==> src/rtl/pixel_mem_arbiter.sv <==
// Four-requester arbiter in front of a single-port pixel memory.
// Define PIXEL_ARB_FIXED_PRIO_EN for fixed priority; default is round-robin.
module pixel_mem_arbiter #(
  parameter int SIZE = 1000000,
  parameter int WIDTH = 16,
  localparam int AW = $clog2(SIZE)
) (
  input  logic               clk,
  input  logic               rst,
  input  logic [3:0]         req_valid,
  output logic [3:0]         req_ready,
  input  logic [3:0]         req_wr,
  input  logic [4*AW-1:0]    req_addr,
  input  logic [4*WIDTH-1:0] req_data,
  output logic [3:0]         rsp_valid,
  output logic               rsp_err,
  output logic [WIDTH-1:0]   rsp_data,
  output logic               mem_enable,
  output logic               mem_wr_enable,
  output logic [AW-1:0]      mem_addr,
  output logic [WIDTH-1:0]   mem_pixel_in,
  input  logic [WIDTH-1:0]   mem_pixel_out
);

  localparam logic [AW:0] SIZE_W = SIZE[AW:0];

  logic [3:0]       grant_raw;
  logic [3:0]       grant;
  logic [1:0]       win;
  logic             accept;
  logic [AW-1:0]    addr_a [4];
  logic [WIDTH-1:0] data_a [4];
  logic [AW-1:0]    sel_addr;
  logic [WIDTH-1:0] sel_data;
  logic             sel_wr;
  logic             in_range;
  logic [3:0]       tag1_id;
  logic             tag1_err;
  logic [3:0]       tag2_id;
  logic             tag2_err;

`ifdef PIXEL_ARB_FIXED_PRIO_EN
  // Lowest index wins outright.
  always_comb begin
    grant_raw = '0;
    priority case (1'b1)
      req_valid[0]: grant_raw = 4'b0001;
      req_valid[1]: grant_raw = 4'b0010;
      req_valid[2]: grant_raw = 4'b0100;
      req_valid[3]: grant_raw = 4'b1000;
      default:      grant_raw = 4'b0000;
    endcase
  end
`else
  logic [1:0] last_granted;
  logic [1:0] idx;
  logic       found;

  // Search starts one past the last winner and wraps around.
  always_comb begin
    grant_raw = '0;
    found     = 1'b0;
    idx       = '0;
    for (int k = 1; k <= 4; k++) begin
      idx = last_granted + 2'(k);
      if (!found && req_valid[idx]) begin
        grant_raw[idx] = 1'b1;
        found          = 1'b1;
      end
    end
  end

  // Pointer moves only when a request is taken.
  always_ff @(posedge clk or posedge rst) begin
    if (rst) begin
      last_granted <= 2'd3;
    end else if (accept) begin
      last_granted <= win;
    end
  end
`endif

  // Grants are suppressed while reset is held.
  always_comb begin
    grant     = rst ? 4'b0000 : grant_raw;
    req_ready = grant;
    accept    = |grant;
  end

  // One-hot grant to winner index.
  always_comb begin
    win = '0;
    unique case (1'b1)
      grant[0]: win = 2'd0;
      grant[1]: win = 2'd1;
      grant[2]: win = 2'd2;
      grant[3]: win = 2'd3;
      default:  win = 2'd0;
    endcase
  end

  // Unpack the flattened request buses and pick the winner's fields.
  always_comb begin
    for (int i = 0; i < 4; i++) begin
      addr_a[i] = req_addr[i*AW +: AW];
      data_a[i] = req_data[i*WIDTH +: WIDTH];
    end
    sel_addr = addr_a[win];
    sel_data = data_a[win];
    sel_wr   = req_wr[win];
    in_range = {1'b0, sel_addr} < SIZE_W;
  end

  // Registered memory port; out-of-range requests never enable it.
  always_ff @(posedge clk or posedge rst) begin
    if (rst) begin
      mem_enable    <= 1'b0;
      mem_wr_enable <= 1'b0;
      mem_addr      <= '0;
      mem_pixel_in  <= '0;
    end else begin
      mem_enable    <= accept & in_range;
      mem_wr_enable <= accept & in_range & sel_wr;
      if (accept) begin
        mem_addr     <= sel_addr;
        mem_pixel_in <= sel_wr ? sel_data : '0;
      end
    end
  end

  // Read tags ride a two-stage pipe to line up with memory latency.
  always_ff @(posedge clk or posedge rst) begin
    if (rst) begin
      tag1_id  <= '0;
      tag1_err <= 1'b0;
      tag2_id  <= '0;
      tag2_err <= 1'b0;
    end else begin
      tag1_id  <= (accept && !sel_wr) ? grant : 4'b0000;
      tag1_err <= accept & ~sel_wr & ~in_range;
      tag2_id  <= tag1_id;
      tag2_err <= tag1_err;
    end
  end

  // Response outputs; data is zeroed for errored or idle slots.
  always_comb begin
    rsp_valid = tag2_id;
    rsp_err   = tag2_err & (|tag2_id);
    rsp_data  = ((|tag2_id) && !tag2_err) ? mem_pixel_out : '0;
  end

endmodule

==> config.mk <==
export PLATFORM = sky130hd
export DESIGN_NAME = pixel_mem_arbiter
export DESIGN_NICKNAME = d
export VERILOG_FILES = /design/src/rtl/pixel_mem_arbiter.sv
export SDC_FILE = /design/constraint.sdc
export NUM_CORES = 1
export LEC_CHECK = 0
export ABC_CLOCK_PERIOD_IN_PS = 7200
export BUFFER_PORTS_ARGS = -buffer_cell sky130_fd_sc_hd__clkbuf_2
export CORE_UTILIZATION = 35
export DETAILED_ROUTE_END_ITERATION = 12
export GPL_TIMING_DRIVEN = 0
export PLACE_DENSITY_LB_ADDON = 0.05
export SYNTH_ARGS = -nofsm -noshare
export SYNTH_HDL_FRONTEND = slang
export SYNTH_SLANG_ARGS = --single-unit
export TNS_END_PERCENT = 10
==> constraint.sdc <==
create_clock -name clk -period 7.2 [get_ports clk]
set_input_delay 0.72 -clock clk [delete_from_list [all_inputs] [get_ports clk]]
set_output_delay 0.72 -clock clk [all_outputs]
set_load 0.1 [all_outputs]
# [Word level (Yosys, flattened, before mapping)]
# Cells that the tools add are included.
[totals] ff_bits=50 out_inout_bits=63
[classes] addsub=3 magnitude_cmp=11 n_reduce_logical=16 n_bitwise=11 n_mux=36
[op_table] op="16-bit 2-to-1 mux" count=4
[op_table] op="20-bit binary-select mux with 2-bit select" count=1
[op_table] op="20-bit 2-to-1 mux" count=2
[op_table] op="16-bit binary-select mux with 2-bit select" count=1
[op_table] op="4-bit 2-to-1 mux" count=6
[op_table] op="20-bit less-than comparator (second input constant)" count=1
[op_table] op="2-bit by 3-bit less-than comparator with 1-bit output (second input constant)" count=5
[op_table] op="1-bit 2-to-1 mux" count=12
[op_table] op="4-bit bitwise OR" count=3
[op_table] op="1-bit binary-select mux with 2-bit select" count=5
[op_table] op="1-bit logical AND" count=9
[op_table] op="1-bit demux with 2-bit select" count=4
[op_table] op="2-bit by 1-bit greater-or-equal comparator with 1-bit output (second input constant)" count=4
[op_table] op="4-bit OR reduction" count=2
[op_table] op="2-bit one-hot mux with 3 select lines" count=1
[op_table] op="1-bit AND" count=5
[op_table] op="1-bit logical NOT" count=5
[op_table] op="2-bit adder (second input constant)" count=2
[op_table] op="3-bit greater-or-equal comparator (second input constant)" count=1
[op_table] op="2-bit inverter with 3-bit output" count=1
[op_table] op="2-bit by 1-bit adder with 2-bit output (second input constant)" count=1
[op_table] op="1-bit inverter" count=2

# [Longest topological paths before layout]
[logic_depth] depth_word=22 ltp_mapped=16

# [Least setup slack after synthesis]
# OpenSTA, ideal clock, no wires.
[synth_path] kind="reg2reg" from="reg last_granted[0]" to="reg mem_wr_enable" path_buffers=2 t_required_ns=7.133 path_stages_with_launch=15 arrival_time_ns=4.102 period_less_slack_ns=4.169 slack_ns=3.031 path_cell_list="dfstp_2 -> buf_6 -> inv_1 -> ha_1 -> mux4_2 -> buf_2 -> or2_4 -> o311ai_4 -> nand2_2 -> inv_2 -> a21oi_1 -> o221ai_1 -> a31oi_1 -> o311ai_2 -> and3b_1"
[synth_via] elab_chain_cells=22
[synth_rtl] element="start, declared" line="55" rtl="logic [1:0] last_granted;"
[synth_rtl] element="start signal, assigned" line="78" rtl="last_granted <= win;"
[synth_rtl] element="parallel branches: the longest is 12 deep, another holds 2-bit by 3-bit less-than comparator with 1-bit output"
[synth_rtl] element="4-bit 2-to-1 mux *" line="66" rtl="if (!found && req_valid[idx]) begin"
[synth_rtl] element="4-bit 2-to-1 mux *" line="85" rtl="grant = rst ? 4'b0000 : grant_raw;"
[synth_rtl] element="named net req_ready[2]" line="11" rtl="output logic [3:0] req_ready,"
[synth_rtl] element="2-bit one-hot mux with 3 select lines" line="93" rtl="unique case (1'b1)"
[synth_rtl] element="2-bit inverter with 3-bit output (not written as such)" line="108" rtl="sel_addr = addr_a[win];"
[synth_rtl] element="20-bit binary-select mux with 2-bit select" line="108"
[synth_rtl] element="20-bit 2-to-1 mux (not written as such) (2 in series)" line="108"
[synth_rtl] element="20-bit less-than comparator" line="111" rtl="in_range = {1'b0, sel_addr} < SIZE_W;"
[synth_rtl] element="1-bit AND" line="123" rtl="mem_wr_enable <= accept & in_range & sel_wr;"
[synth_rtl] element="1-bit AND *" line="123"
[synth_rtl] element="end signal, assigned" line="123"
[synth_rtl] element="end, declared" line="19" rtl="output logic mem_wr_enable,"
# Mark *: on every way through the listed nets, which the timed path passes. The select of a mux whose other input is x is not followed.
# A chain may end at the register's enable or synchronous reset.

# [Final worst setup path]
[layout_path] from="reg last_granted[0]" to="out req_ready[1]"
[layout_via] elab_chain_cells=14
[layout_rtl] element="parallel branches: the longest is 12 deep, another holds 2-bit by 3-bit less-than comparator with 1-bit output"
[layout_rtl] element="4-bit 2-to-1 mux *" line="66"
[layout_rtl] element="4-bit 2-to-1 mux *" line="85"
[layout_rtl] element="end, declared" line="11"
# Mark *: on every way between the ends. The select of a mux whose other input is x is not followed.

==> impl_metrics.csv <==
group,metric,value,unit
outcome,status,"finished, final reports clean",
routing,ant_nets,0,
finish,final_cell_mix,"clkbuf_2, nand2_1, dfrtp_1",
setup_path,worstSetupEndpointType,"output pin",
synthesis,yosys_warnings,0,
place,portBuffers,232,
synthesis,synthArstFlopShare,100,%
place,place_hpwl,10400,um
setup_path,cp_slowest_cell,"dfstp_2",
grt,grt_max_degree,39,
clock_tree,cts_tree,"built",
timing,setup_viol,0,
floorplan,num_rows,36,
clock_tree,clk_root_buffer_cell,"clkbuf_8",
clock_tree,cts_htree_levels,2,
timing,post-route-min-period,4530,ps
synthesis,ys.flop_type,"dfrtp_1",
synthesis,ys_seq_area_share,35.4,%
finish,final_area,5010,um^2
synthesis,synth_area_leaders,"dfrtp_1, nand2_1, o21ai_0",
clock_tree,cts_buffers,5,
place,placed_cell_area,4890,um^2
timing,timing.fmax,221,MHz
floorplan,fp.dieW,103,um
synthesis,ys_types,57,
timing,skew,6.68,ps
finish,fin_nets,844,
flow_run,max-cap-violations,0,
timing,slew_headroom,55.0,%
place,dp_slack,2960,ps
routing,vias,4129,
synthesis,synth_area_leader_cell,"dfrtp_1",
place,place.gp.congestion,0.862,
setup_path,path_class,"reg2out",
floorplan,initial_core_util,36.2,%
setup_path,cp_cell_sequence,"buf_6, inv_1, ha_1, mux4_2, buf_2, or2_4, nor3_2, o21ai_1, inv_1, buf_2, clkbuf_2",
clock_tree,cts_resized,0,
timing,rsz0062_at_grt,"no",
finish,diodes,0,
grt,grt_usage,23.5,%
synthesis,synth_area,3540,um^2
setup_path,path_buf_inv,6,
timing,hold_viol,0,
grt,grt_pass1_vias,3745,
grt,overflow,0,
timing,tns,0,ps
finish,area_growth,41.5,%
routing,remaining_drc_errors,0,
setup_path,worstPathArrival,3810,ps
setup_path,worst_setup_path_start_kind,"register",
clock_tree,cts.clk_slew.worst_paths,90,ps
clock_tree,cts_hold_buf,0,
clock_tree,clock_latency,310,ps
setup_path,crit_fanout,10,
synthesis,syn_nets,604,
floorplan,core,9770,um^2
setup_path,critical_path_required,6480,ps
finish,drive_gt1_share,42.6,%
worst_hold_path,min_path_type,"reg2reg",
routing,vias_per_cell,5.16,
clock_tree,clock-sinks,50,
routing,firstDrtPassIters,5,
floorplan,dieArea,10500,um^2
synthesis,synth_edf_count,0,
routing,wl_per_cell,15.9,um
synthesis,ys_seq_elements,50,
timing,worst_pin_slew,667,ps
finish,final_common_cell,"clkbuf_2",
finish,utilization,51.3,%
routing,routed_wl,12700,um
setup_path,crit_family,"buffers and inverters",
grt,antenna_found_initial,0,
synthesis,synth_top_area_share,33.9,%
timing,finalWorstSetupSlack,2670,ps
synthesis,syn_area_per_cell,8.31,um^2
floorplan,boundaryPins,233,
routing,drt-initial-drc-count,148,
clock_tree,post_cts_buffers,0,
setup_path,cpPeakStageDelay,600,ps
clock_tree,cts_buffer_depth,2,
timing,slew_violations,0,
grt,grt_pass1_wl,18900,um
timing,min_period_over_period,62.9,%
synthesis,syn-instance-count,426,
floorplan,die_y,103,um
## path summary, 6_finish.rpt
| check | from | endpoint | slack, ps | cells after the start |
|---|---|---|---|---|
| max reg2reg | last_granted[0] | mem_wr_enable | 2960 | 15 |
| max | last_granted[0] | req_ready[1] | 2670 | 11 |
| min reg2reg | tag1_id[1] | rsp_valid[1] | 350 | 0 |
| min | tag1_id[1] | rsp_valid[1] | 350 | 0 |
| max in group asynchronous | rst | tag1_id[3] | 6250 | 3 |
| min in group asynchronous | rst | mem_addr[19] | 400 | 2 |
## cells by family (layout without fill, tap and decap cells)
kind of cell	after synthesis	after routing	share of synthesized area (%)
AND/OR/NAND/NOR	188	188	25.0
AO/OA/AOI/OAI	121	121	24.6
flip-flops	50	50	35.4
buffers and inverters	39	280	4.77
multiplexers	20	20	7.46
adder cells (fa/ha/maj)	8	8	2.83
## synth_stat cells, types with 5 or more instances
cell	count
nand2_1	114
nor2b_1	7
o21ai_0	45
clkbuf_1	18
and2_1	18
o221ai_1	6
mux2i_1	5
dfrtp_1	48
inv_1	7
buf_2	6
a32oi_1	17
nor2_1	10
o22a_1	6
ha_1	8
o22ai_1	19
mux2_2	10
or3_1	6
a31oi_1	5
nand3_1	11
## cell type report
cell class | instances | area [um^2]
Buffer | 30 | 135
Clock buffer | 6 | 82.6
Clock inverter | 2 | 38.8
Fill cell | 998 | 4760
Inverter | 9 | 33.8
Multi-Input combinational cell | 337 | 2120
Sequential cell | 50 | 1250
Tap cell | 133 | 166
Timing Repair Buffer | 233 | 1180
## flip-flops by register name, indices dropped and copies added, names as in the netlist
| name | count |
|---|---|
| tag2_err | 1 |
| rsp_valid | 4 |
| tag1_err | 1 |
| mem_pixel_in | 16 |
| mem_enable | 1 |
| mem_wr_enable | 1 |
| mem_addr | 20 |
| tag1_id | 4 |
| last_granted | 2 |
## routing by layer
metal / wire length [um] / global-route usage, % / vias to the layer above
met4: 112 / 4.07 / 0
met1: 5590 / 31.8 / 1927
li1: - / - / 2029
met5: 0 / 0 / -
met2: 6100 / 39.3 / 163
met3: 886 / 4.75 / 10
## per-stage QoR
step | instances | hold WS [ps]
after floorplan | 426 | 331
after global placement | 791 | 332
after detailed placement | 792 | 335
after CTS | 800 | 357
after global routing | 800 | 354
final | 800 | 355
## worst register-to-register path: stages, from the launching register on
cell	delay, ps
dfstp_2	600
buf_6	170
inv_1	100
ha_1	330
mux4_2	490
buf_2	190
a211oi_1	250
a211o_2	250
nand2b_4	190
inv_2	60
buf_4	160
nor2_1	370
a222oi_1	220
nor4_2	380
o311ai_2	180
and3b_1	210
Power is left out: the tool's default activity adds up to more than one toggle a clock period on the data nets, which glitch-free logic cannot reach.
